[config.mk]
export PLATFORM = sky130hd
export DESIGN_NAME = gt_writeback_buffer
export DESIGN_NICKNAME = d
export VERILOG_FILES = /design/src/rtl/gt_writeback_buffer.sv
export SDC_FILE = /design/constraint.sdc
export NUM_CORES = 2
export LEC_CHECK = 0
export BUFFER_PORTS_ARGS = -buffer_cell sky130_fd_sc_hd__clkbuf_2
export CORE_MARGIN = 3
export CORE_UTILIZATION = 40
export CTS_CLUSTER_DIAMETER = 30
export DETAILED_ROUTE_END_ITERATION = 12
export GPL_TIMING_DRIVEN = 0
export PLACE_DENSITY = 0.56
export SYNTH_ARGS = -nofsm -noshare
export SYNTH_HDL_FRONTEND = slang
export SYNTH_SLANG_ARGS = --single-unit
[constraint.sdc]
create_clock -name CLK -period 41.7 [get_ports CLK]
set_input_delay 8.34 -clock CLK [delete_from_list [all_inputs] [get_ports CLK]]
set_output_delay 8.34 -clock CLK [all_outputs]
set_load 0.05 [all_outputs]
[src/rtl/gt_writeback_buffer.sv]
// -----------------------------------------------------------------------------
// gt_writeback_buffer
// Write-back buffer between the victim cache and main memory. Dirty lines
// evicted from the victim cache are queued in a small circular FIFO and
// drained one at a time to main memory over a valid/ack handshake. A pushed
// line that hits a queued, not-yet-in-flight entry is coalesced into it. A
// combinational lookup lets a victim-cache miss be served from a queued line.
//
// Ports:
//   CLK          clock, all state changes on posedge
//   RST          synchronous active-high reset
//   push_valid   evicted line presented by the victim cache
//   push_addr    byte address of the evicted line
//   push_data    evicted line data
//   push_ready   buffer accepts a push this cycle
//   lookup_addr  address probed on a victim-cache miss
//   lookup_hit   a buffered line matches lookup_addr
//   lookup_data  youngest matching line data, 0 when no hit
//   mem_wr_en    write request to main memory
//   mem_addr     line-aligned write address
//   mem_data     write data
//   mem_ack      memory accepted the current write
//   empty        nothing queued and the drain FSM is idle
// -----------------------------------------------------------------------------
module gt_writeback_buffer #(
    parameter int DEPTH       = 4,
    parameter int ADDR_W      = 32,
    parameter int LINE_W      = 256,
    parameter int OFFSET_BITS = 5
) (
    input  logic              CLK,
    input  logic              RST,
    input  logic              push_valid,
    input  logic [ADDR_W-1:0] push_addr,
    input  logic [LINE_W-1:0] push_data,
    output logic              push_ready,
    input  logic [ADDR_W-1:0] lookup_addr,
    output logic              lookup_hit,
    output logic [LINE_W-1:0] lookup_data,
    output logic              mem_wr_en,
    output logic [ADDR_W-1:0] mem_addr,
    output logic [LINE_W-1:0] mem_data,
    input  logic              mem_ack,
    output logic              empty
);

    localparam int PTR_W   = $clog2(DEPTH);
    localparam int LINE_AW = ADDR_W - OFFSET_BITS;
    localparam logic [PTR_W:0] FULL_CNT = (PTR_W+1)'(DEPTH);

    typedef enum logic [0:0] {
        IDLE  = 1'b0,
        WRITE = 1'b1
    } drainState_t;

    logic [LINE_AW-1:0] entryLine_r [DEPTH];
    logic [LINE_W-1:0]  entryData_r [DEPTH];
    logic [DEPTH-1:0]   entryValid_r;
    logic [PTR_W-1:0]   head_r;
    logic [PTR_W-1:0]   tail_r;
    logic [PTR_W:0]     count_r;
    drainState_t        state_r;
    drainState_t        nextState_s;
    logic               memWrEn_r;
    logic [ADDR_W-1:0]  memAddr_r;
    logic [LINE_W-1:0]  memData_r;

    logic [LINE_AW-1:0] pushLine_s;
    logic [LINE_AW-1:0] lookupLine_s;
    logic               pushFire_s;
    logic               popFire_s;
    logic               allocFire_s;
    logic               coalHit_s;
    logic [PTR_W-1:0]   coalIdx_s;
    logic               lookHit_s;
    logic [PTR_W-1:0]   lookIdx_s;
    logic [LINE_W-1:0]  headLoadData_s;
    logic               unusedOffsetBits_s;

    // Offset bits only select a byte inside the line; they never take part in matching.
    assign unusedOffsetBits_s = ^{push_addr[OFFSET_BITS-1:0], lookup_addr[OFFSET_BITS-1:0]};

    assign pushLine_s   = push_addr[ADDR_W-1:OFFSET_BITS];
    assign lookupLine_s = lookup_addr[ADDR_W-1:OFFSET_BITS];
    assign push_ready   = !RST && (count_r < FULL_CNT);
    assign pushFire_s   = push_valid && push_ready;
    assign popFire_s    = (state_r == WRITE) && mem_ack;
    assign allocFire_s  = pushFire_s && !coalHit_s;
    assign empty        = (count_r == '0) && (state_r == IDLE);
    assign mem_wr_en    = memWrEn_r;
    assign mem_addr     = memAddr_r;
    assign mem_data     = memData_r;
    assign lookup_hit   = lookHit_s;
    assign lookup_data  = lookHit_s ? entryData_r[lookIdx_s] : '0;

    // Youngest-match search for coalescing and lookup: walk oldest to youngest, last hit wins.
    always_comb begin : matchSearch
        logic [PTR_W-1:0] idx;
        logic             coalMatch;
        logic             lookMatch;
        idx       = '0;
        coalMatch = 1'b0;
        lookMatch = 1'b0;
        coalHit_s = 1'b0;
        coalIdx_s = '0;
        lookHit_s = 1'b0;
        lookIdx_s = '0;
        for (int k = 0; k < DEPTH; k++) begin
            idx       = head_r + PTR_W'(k);
            // The in-flight head is frozen so the data on the memory bus stays stable.
            coalMatch = entryValid_r[idx] && (entryLine_r[idx] == pushLine_s) &&
                        !((state_r == WRITE) && (idx == head_r));
            lookMatch = entryValid_r[idx] && (entryLine_r[idx] == lookupLine_s);
            coalHit_s = coalHit_s | coalMatch;
            coalIdx_s = coalMatch ? idx : coalIdx_s;
            lookHit_s = lookHit_s | lookMatch;
            lookIdx_s = lookMatch ? idx : lookIdx_s;
        end
    end

    // Head data to launch; a same-edge coalesce onto the idle head is forwarded so it is not lost.
    always_comb begin
        if (pushFire_s && coalHit_s && (coalIdx_s == head_r)) begin
            headLoadData_s = push_data;
        end else begin
            headLoadData_s = entryData_r[head_r];
        end
    end

    // Drain FSM next-state logic.
    always_comb begin
        nextState_s = state_r;
        case (state_r)
            IDLE: begin
                if (count_r != '0) begin
                    nextState_s = WRITE;
                end else begin
                    nextState_s = IDLE;
                end
            end
            WRITE: begin
                if (mem_ack) begin
                    nextState_s = IDLE;
                end else begin
                    nextState_s = WRITE;
                end
            end
            default: nextState_s = IDLE;
        endcase
    end

    // Control state: pointers, count, valid bits, FSM and the registered memory request.
    always_ff @(posedge CLK) begin
        if (RST) begin
            head_r       <= '0;
            tail_r       <= '0;
            count_r      <= '0;
            entryValid_r <= '0;
            state_r      <= IDLE;
            memWrEn_r    <= 1'b0;
            memAddr_r    <= '0;
            memData_r    <= '0;
        end else begin
            state_r <= nextState_s;
            if ((state_r == IDLE) && (count_r != '0)) begin
                memWrEn_r <= 1'b1;
                memAddr_r <= {entryLine_r[head_r], {OFFSET_BITS{1'b0}}};
                memData_r <= headLoadData_s;
            end else if (popFire_s) begin
                memWrEn_r <= 1'b0;
            end
            // Allocation and pop never target the same slot: allocation needs a free slot, pop a full head.
            if (allocFire_s) begin
                entryValid_r[tail_r] <= 1'b1;
                tail_r               <= tail_r + PTR_W'(1);
            end
            if (popFire_s) begin
                entryValid_r[head_r] <= 1'b0;
                head_r               <= head_r + PTR_W'(1);
            end
            case ({allocFire_s, popFire_s})
                2'b10:   count_r <= count_r + (PTR_W+1)'(1);
                2'b01:   count_r <= count_r - (PTR_W+1)'(1);
                default: count_r <= count_r;
            endcase
        end
    end

    // Entry payload storage; validity is tracked separately, so no reset is needed here.
    always_ff @(posedge CLK) begin
        if (pushFire_s && !RST) begin
            if (coalHit_s) begin
                entryData_r[coalIdx_s] <= push_data;
            end else begin
                entryLine_r[tail_r] <= pushLine_s;
                entryData_r[tail_r] <= push_data;
            end
        end
    end

endmodule

* Word-level counts from Yosys, hierarchy flattened
Memory sizes are Yosys's and may differ from the RTL's. A register that Yosys moved wholly into a read port is not among the register bits. Index checks and enable logic that the tools add are counted.
Storage, ports and cells: bits in registers 297, word-level logic and storage cells 127, output and inout port bits 548, memory bits (writable) 1132, memories 2
Cells by class: $lt $le $gt $ge 8, bitwise operators 11, add/sub/neg operators 6, multiplexer cells 42, reductions and logical operators 35, equal/unequal tests 14
Memory list:
- entryData_r | depth 4, bits a word 256, read ports 2, clocked after Yosys merged registers in 1, wr ports 1, RTL line 57 | logic [LINE_W-1:0] entryData_r [DEPTH];
- entryLine_r | depth 4, bits a word 27, read ports 4, clocked after Yosys merged registers in 1, wr ports 1, RTL line 56 | logic [LINE_AW-1:0] entryLine_r [DEPTH];
Operators with widths (count):
- $mux W256 | 3
- $reduce_or A256 Y1 | 1
- $eq A27 B27 Y1 | 8
- $logic_and A1 B1 Y1 | 24
- $mux W2 | 11
- $mux W1 | 17
- $lt A2 B3 Y1 const B | 5
- $mux W4 | 3
- $bmux W1 S2 | 4
- $eq A2 B2 Y1 | 4
- $logic_not A1 Y1 | 6
- $or A1 B1 Y1 | 6
- $pmux W3 S2 | 1
- $add A2 B1 Y2 const B | 2
- $add A2 B2 Y2 const B | 2
- $and A4 B4 Y4 | 1
- $demux W1 S2 | 2
- $ge A2 B1 Y1 const B | 2
- $not A4 Y4 | 1
- $or A4 B4 Y4 | 1
- $reduce_bool A2 Y1 | 2
- $add A3 B1 Y3 const B | 1
- $logic_not A3 Y1 | 1
- $lt A3 B3 Y1 const B | 1
- 7 further kinds | 7

* Longest topological paths before layout
depth after elaboration 14, gate-level depth with buffers 28

* Worst setup path after synthesis
No wires, ideal clock.
path kind input to register, start in RST, end mem entryData_r[1][0] (enable), setup slack 13299 ps, data required time 40514 ps, arrival 27214 ps, setup time 1186 ps, stages 7, cells stage by stage nor2_1 > and2_1 > nand4_1 > nand2b_1 > buf_4 > mux2i_1 > nor3_1
Between the ends: longest elaborated chain between the ends 8
Ends and longest elaborated chain:
- start: declaration | RTL line 32 | input logic RST,
- $logic_not A1 Y1 * | RTL line 85, 191
- $logic_and A1 B1 Y1 | RTL line 85 | assign push_ready = !RST && (count_r < FULL_CNT);
- $logic_and A1 B1 Y1 | RTL line 86 | assign pushFire_s = push_valid && push_ready;
- $logic_and A1 B1 Y1 * | RTL line 191 | if (pushFire_s && !RST) begin
- $mux W1 | RTL line 191
- $mux W1 (implied by the code) | RTL line 196 | entryData_r[tail_r] <= push_data;
- $reduce_or A256 Y1 (no source line)
- $mux W2 (no source line) or $mux W1 (tied branches)
- end: declaration | RTL line 57
Mark *: on every way between the ends. The rest lies on a longest branch, timed or not.

* Worst setup path after layout
start in lookup_addr[28], end out lookup_data[124]
Between the ends: longest elaborated chain between the ends 8
Ends and longest elaborated chain:
- start: declaration | RTL line 37 | input logic [ADDR_W-1:0] lookup_addr,
- $eq A27 B27 Y1 | RTL line 113 | lookMatch = entryValid_r[idx] && (entryLine_r[idx] == lookupLine_s);
- $logic_and A1 B1 Y1 | RTL line 113
- $mux W2 (4 in series) | RTL line 117 | lookIdx_s = lookMatch ? idx : lookIdx_s;
- $mem_v2 Z4 W256
- $mux W256 * | RTL line 94 | assign lookup_data = lookHit_s ? entryData_r[lookIdx_s] : '0;
- end: declaration | RTL line 39 | output logic [LINE_W-1:0] lookup_data,
Marks and branches as above.

==> metrics.md <==
| Metric | Value |
|---|---|
| Total I/O pin count | `872` |
| Top library cells by usage in the layout, fill and taps aside | `sky130_fd_sc_hd__edfxtp_1 (1388), sky130_fd_sc_hd__clkbuf_2 (847), sky130_fd_sc_hd__nor2_1 (785), sky130_fd_sc_hd__nand2_1 (576), sky130_fd_sc_hd__clkbuf_16 (401)` |
| Core Util, Final | `0.524` |
| Vert. Die Dim | `440 microns` |
| Placed Area | `84100 sq um` |
| Number of sinks handled by clock tree synthesis | `1687` |
| Final hold vios | `0` |
| WP data arrival | `14.00 ns` |
| Area of the mapped netlist | `75500 sq um` |
| Largest buffer count on any clock path | `4` |
| Highest ir drop seen on vdd | `0.0000525 V` |
| Vias in the first global route | `55200` |
| Clock-pin slew on the worst setup and hold paths | `0.05 ns` |
| Buffer count from post-CTS setup fixing | `0` |
| Via count | `55200` |
| Cells taking the most area after synthesis | `sky130_fd_sc_hd__edfxtp_1 (55%), sky130_fd_sc_hd__mux4_2 (11%), sky130_fd_sc_hd__dfxtp_1 (7.9%)` |
| Starting density of the core | `0.405` |
| Worst path required time | `33.36 ns` |
| Worst setup SP type | `primary input` |
| Average cell area after synthesis | `13.9 sq um` |
| Commonest non-fill, non-tap cell in the layout | `sky130_fd_sc_hd__edfxtp_1` |
| Global-route congestion overflow total | `0` |
| Routed Wire Length | `289 mm` |
| Cell at the root of the clock tree | `sky130_fd_sc_hd__clkbuf_16` |
| Remaining antenna violation count after routing | `0` |
| Inst Count DP | `8819` |
| Number of placement rows | `158` |
| Routability Congestion | `0.978` |
| CTS H-Tree Depth | `5` |
| Finish-stage setup viols | `0` |
| Async set or reset register ratio after synthesis | `0` |
| Transition time at the pin with the least slew margin | `1.39 ns` |
| Count of distinct cell types in the synthesized netlist | `76` |
| Number of enable flip-flop cells after synthesis | `1388` |
| Overall die width | `440 microns` |
| Via count normalized by instance count | `5.76` |
| Worst slew margin | `0.0745` |
| Minimum period implied by the final worst setup slack | `22.34 ns` |
| Nature of the critical path endpoint | `output pin` |
| Biggest area consumer among synthesized cells | `sky130_fd_sc_hd__edfxtp_1` |
| Finished Layout Cells | `9577` |
| Fraction of final layout cells sized beyond drive strength 1 | `0.337` |
| Post-synthesis instance total | `5425` |
| Worst hold path class | `reg -> reg` |
| Reported leakage power | `34.5 nW` |
| DRC Markers | `0` |
| Share of the clock period used by the worst path | `0.536` |
| Setup slack of the critical path after layout | `19.36 ns` |
| Flop and latch count out of synthesis | `1687` |
| Worst skew pair latency | `0.95 ns` |
| Worst Setup Slack post-DPL | `19.47 ns` |
| Wire length of the first global-routing pass | `403 mm` |
| Core Box Area | `186000 sq um` |
| GRT Util Overall | `0.291` |
| # nets final | `7068` |
| Wirelength per Cell | `30.2 microns` |
| Growth of design area from synthesis to finish | `29.3%` |
| Count of max-cap constraint violations | `0` |
| Outcome | `finished, final reports clean` |
| Final non-filler cell area | `97600 sq um` |
| CTS tree | `built` |
| TritonCTS Buffers | `393` |
| Max FO, Critical Path | `10` |
| Worst Clk Skew | `0.0808 ns` |
| Top FF cell, synth | `sky130_fd_sc_hd__edfxtp_1` |
| Synth warn | `0` |
| Part of the Yosys area used for sequential elements | `0.631` |
| P per Cell Area | `65.7 nW/um^2` |
| Half-perimeter wire length after placement | `208 mm` |
| Post-cts gate resize count | `0` |
| Number of search-and-repair iterations in the first detailed-routing pass | `6` |
| 1st-iter DRT viols | `5313` |
| Fraction of post-synthesis cell area in the top cell type by area | `0.552` |
| Setup Crit Path Kind | `in -> out` |
| Number of buffers added to fix hold violations after cts | `0` |
| Pin count of the biggest net entering global routing | `56` |
| # port buffers | `840` |
| F_max | `0.0448 GHz` |
| Number of antenna violations at the first check in global routing | `61` |
| Die ar. | `194000 sq um` |
| Setup repair after global routing missed its margin | `false` |
| Number of max-slew violations in the final report | `0` |
==> area by class of cell <==
cell class | instances | area, sq um
multi-input cells | 3278 | 25600
fillers | 15800 | 88800
repair buffers | 910 | 5460
flip-flops and latches | 1687 | 47700
clock inverters | 233 | 2810
plain buffers | 442 | 2240
diodes | 45 | 113
well taps | 2480 | 3100
inverters | 22 | 82.6
clock buffers | 480 | 10600
==> worst paths after layout <==
path                          startpoint                      endpoint  slack (ns)  cells after the start
hold reg to reg                     flop                          flop        0.45                      2
setup / recovery         lookup_addr[28]              lookup_data[124]       19.36                     13
setup reg to reg  head_r[0]$_SDFFE_PP0P_  entryData_r[2][25]$_DFFE_PP_       30.98                     27
hold / removal                      flop                          flop        0.45                      2
==> worst max-delay path, cell delays in order <==
cell and delay [ns]:
sky130_fd_sc_hd__clkbuf_2 0.11, sky130_fd_sc_hd__clkbuf_1 0.52, sky130_fd_sc_hd__a2bb2oi_1 0.24, sky130_fd_sc_hd__mux2i_1 0.25, sky130_fd_sc_hd__nor4_1 1.17, sky130_fd_sc_hd__o2111ai_1 0.52, sky130_fd_sc_hd__o21a_1 0.27, sky130_fd_sc_hd__o311ai_4 0.44
sky130_fd_sc_hd__buf_4 0.38, sky130_fd_sc_hd__clkbuf_1 0.57, sky130_fd_sc_hd__o21ai_0 0.19, sky130_fd_sc_hd__o32ai_1 0.47, sky130_fd_sc_hd__clkbuf_2 0.48
==> kinds of logic after synthesis <==
| kind of cell | Yosys count | synth area share |
|---|---|---|
| adders and majority gates | 10 | 0.00176 |
| DFF | 1687 | 0.631 |
| muxes | 705 | 0.159 |
| other | 1 | 0.0000497 |
| xor gates and xnor gates | 197 | 0.0229 |
| and+or+nand+nor | 1470 | 0.0768 |
| buffers and inverters | 464 | 0.0306 |
| AOI/OAI and AO/OA | 891 | 0.0776 |
==> through the flow <==
stage          power [W]  hold slack [ns]  setup TNS (ns)
2_1_floorplan    0.00295            0.434               0
3_3_place_gp     0.00343            0.439        -1698.25
3_5_place_dp     0.00337            0.444               0
4_1_cts          0.00645            0.450               0
5_1_grt          0.00662            0.461               0
6_report         0.00642            0.450               0
==> layer usage <==
metal,track usage,vias up,wire [microns]
met2,0.476,2758,140000
met3,0.0557,718,20500
met1,0.354,28200,107000
li1,-,23500,-
met4,0.188,12,20900
met5,0,-,80
==> cell usage after synthesis (3+ instances only) <==
cell type	n
sky130_fd_sc_hd__edfxtp_1	1388
sky130_fd_sc_hd__nor2_1	790
sky130_fd_sc_hd__nand2_1	576
sky130_fd_sc_hd__mux4_2	368
sky130_fd_sc_hd__dfxtp_1	299
sky130_fd_sc_hd__a21oi_1	295
sky130_fd_sc_hd__mux2_2	264
sky130_fd_sc_hd__clkbuf_1	246
sky130_fd_sc_hd__o21ai_0	245
sky130_fd_sc_hd__o32ai_1	237
sky130_fd_sc_hd__xnor2_1	181
sky130_fd_sc_hd__buf_2	79
sky130_fd_sc_hd__mux2i_1	71
sky130_fd_sc_hd__buf_4	55
sky130_fd_sc_hd__nand4_1	47
sky130_fd_sc_hd__buf_1	29
sky130_fd_sc_hd__buf_6	28
sky130_fd_sc_hd__o21ai_1	20
sky130_fd_sc_hd__o32ai_2	19
sky130_fd_sc_hd__inv_1	18
sky130_fd_sc_hd__xor2_1	16
sky130_fd_sc_hd__o22ai_1	13
sky130_fd_sc_hd__nand3_1	12
sky130_fd_sc_hd__nor3_1	11
sky130_fd_sc_hd__nor4_1	10
sky130_fd_sc_hd__ha_1	9
sky130_fd_sc_hd__a221oi_1	6
sky130_fd_sc_hd__a22oi_1	6
sky130_fd_sc_hd__o21a_1	6
sky130_fd_sc_hd__and2_1	5
sky130_fd_sc_hd__a2bb2oi_1	4
sky130_fd_sc_hd__a31oi_1	4
sky130_fd_sc_hd__clkinv_1	4
sky130_fd_sc_hd__nand2b_1	4
sky130_fd_sc_hd__o221ai_1	4
sky130_fd_sc_hd__a2111oi_0	3
sky130_fd_sc_hd__buf_8	3
sky130_fd_sc_hd__nor2b_1	3
sky130_fd_sc_hd__o2111ai_1	3
==> report_power, final <==
group / total, W / leakage, nW / switching, W / internal, W
clock: 0.00308 / 6.49 / 0.000940 / 0.00214
sequential: 0.00211 / 15.1 / 0.0000703 / 0.00204
combinational: 0.00123 / 12.9 / 0.000882 / 0.000347
total: 0.00642 / 34.5 / 0.00189 / 0.00452
No activity file was read; power rests on OpenSTA's default activity.
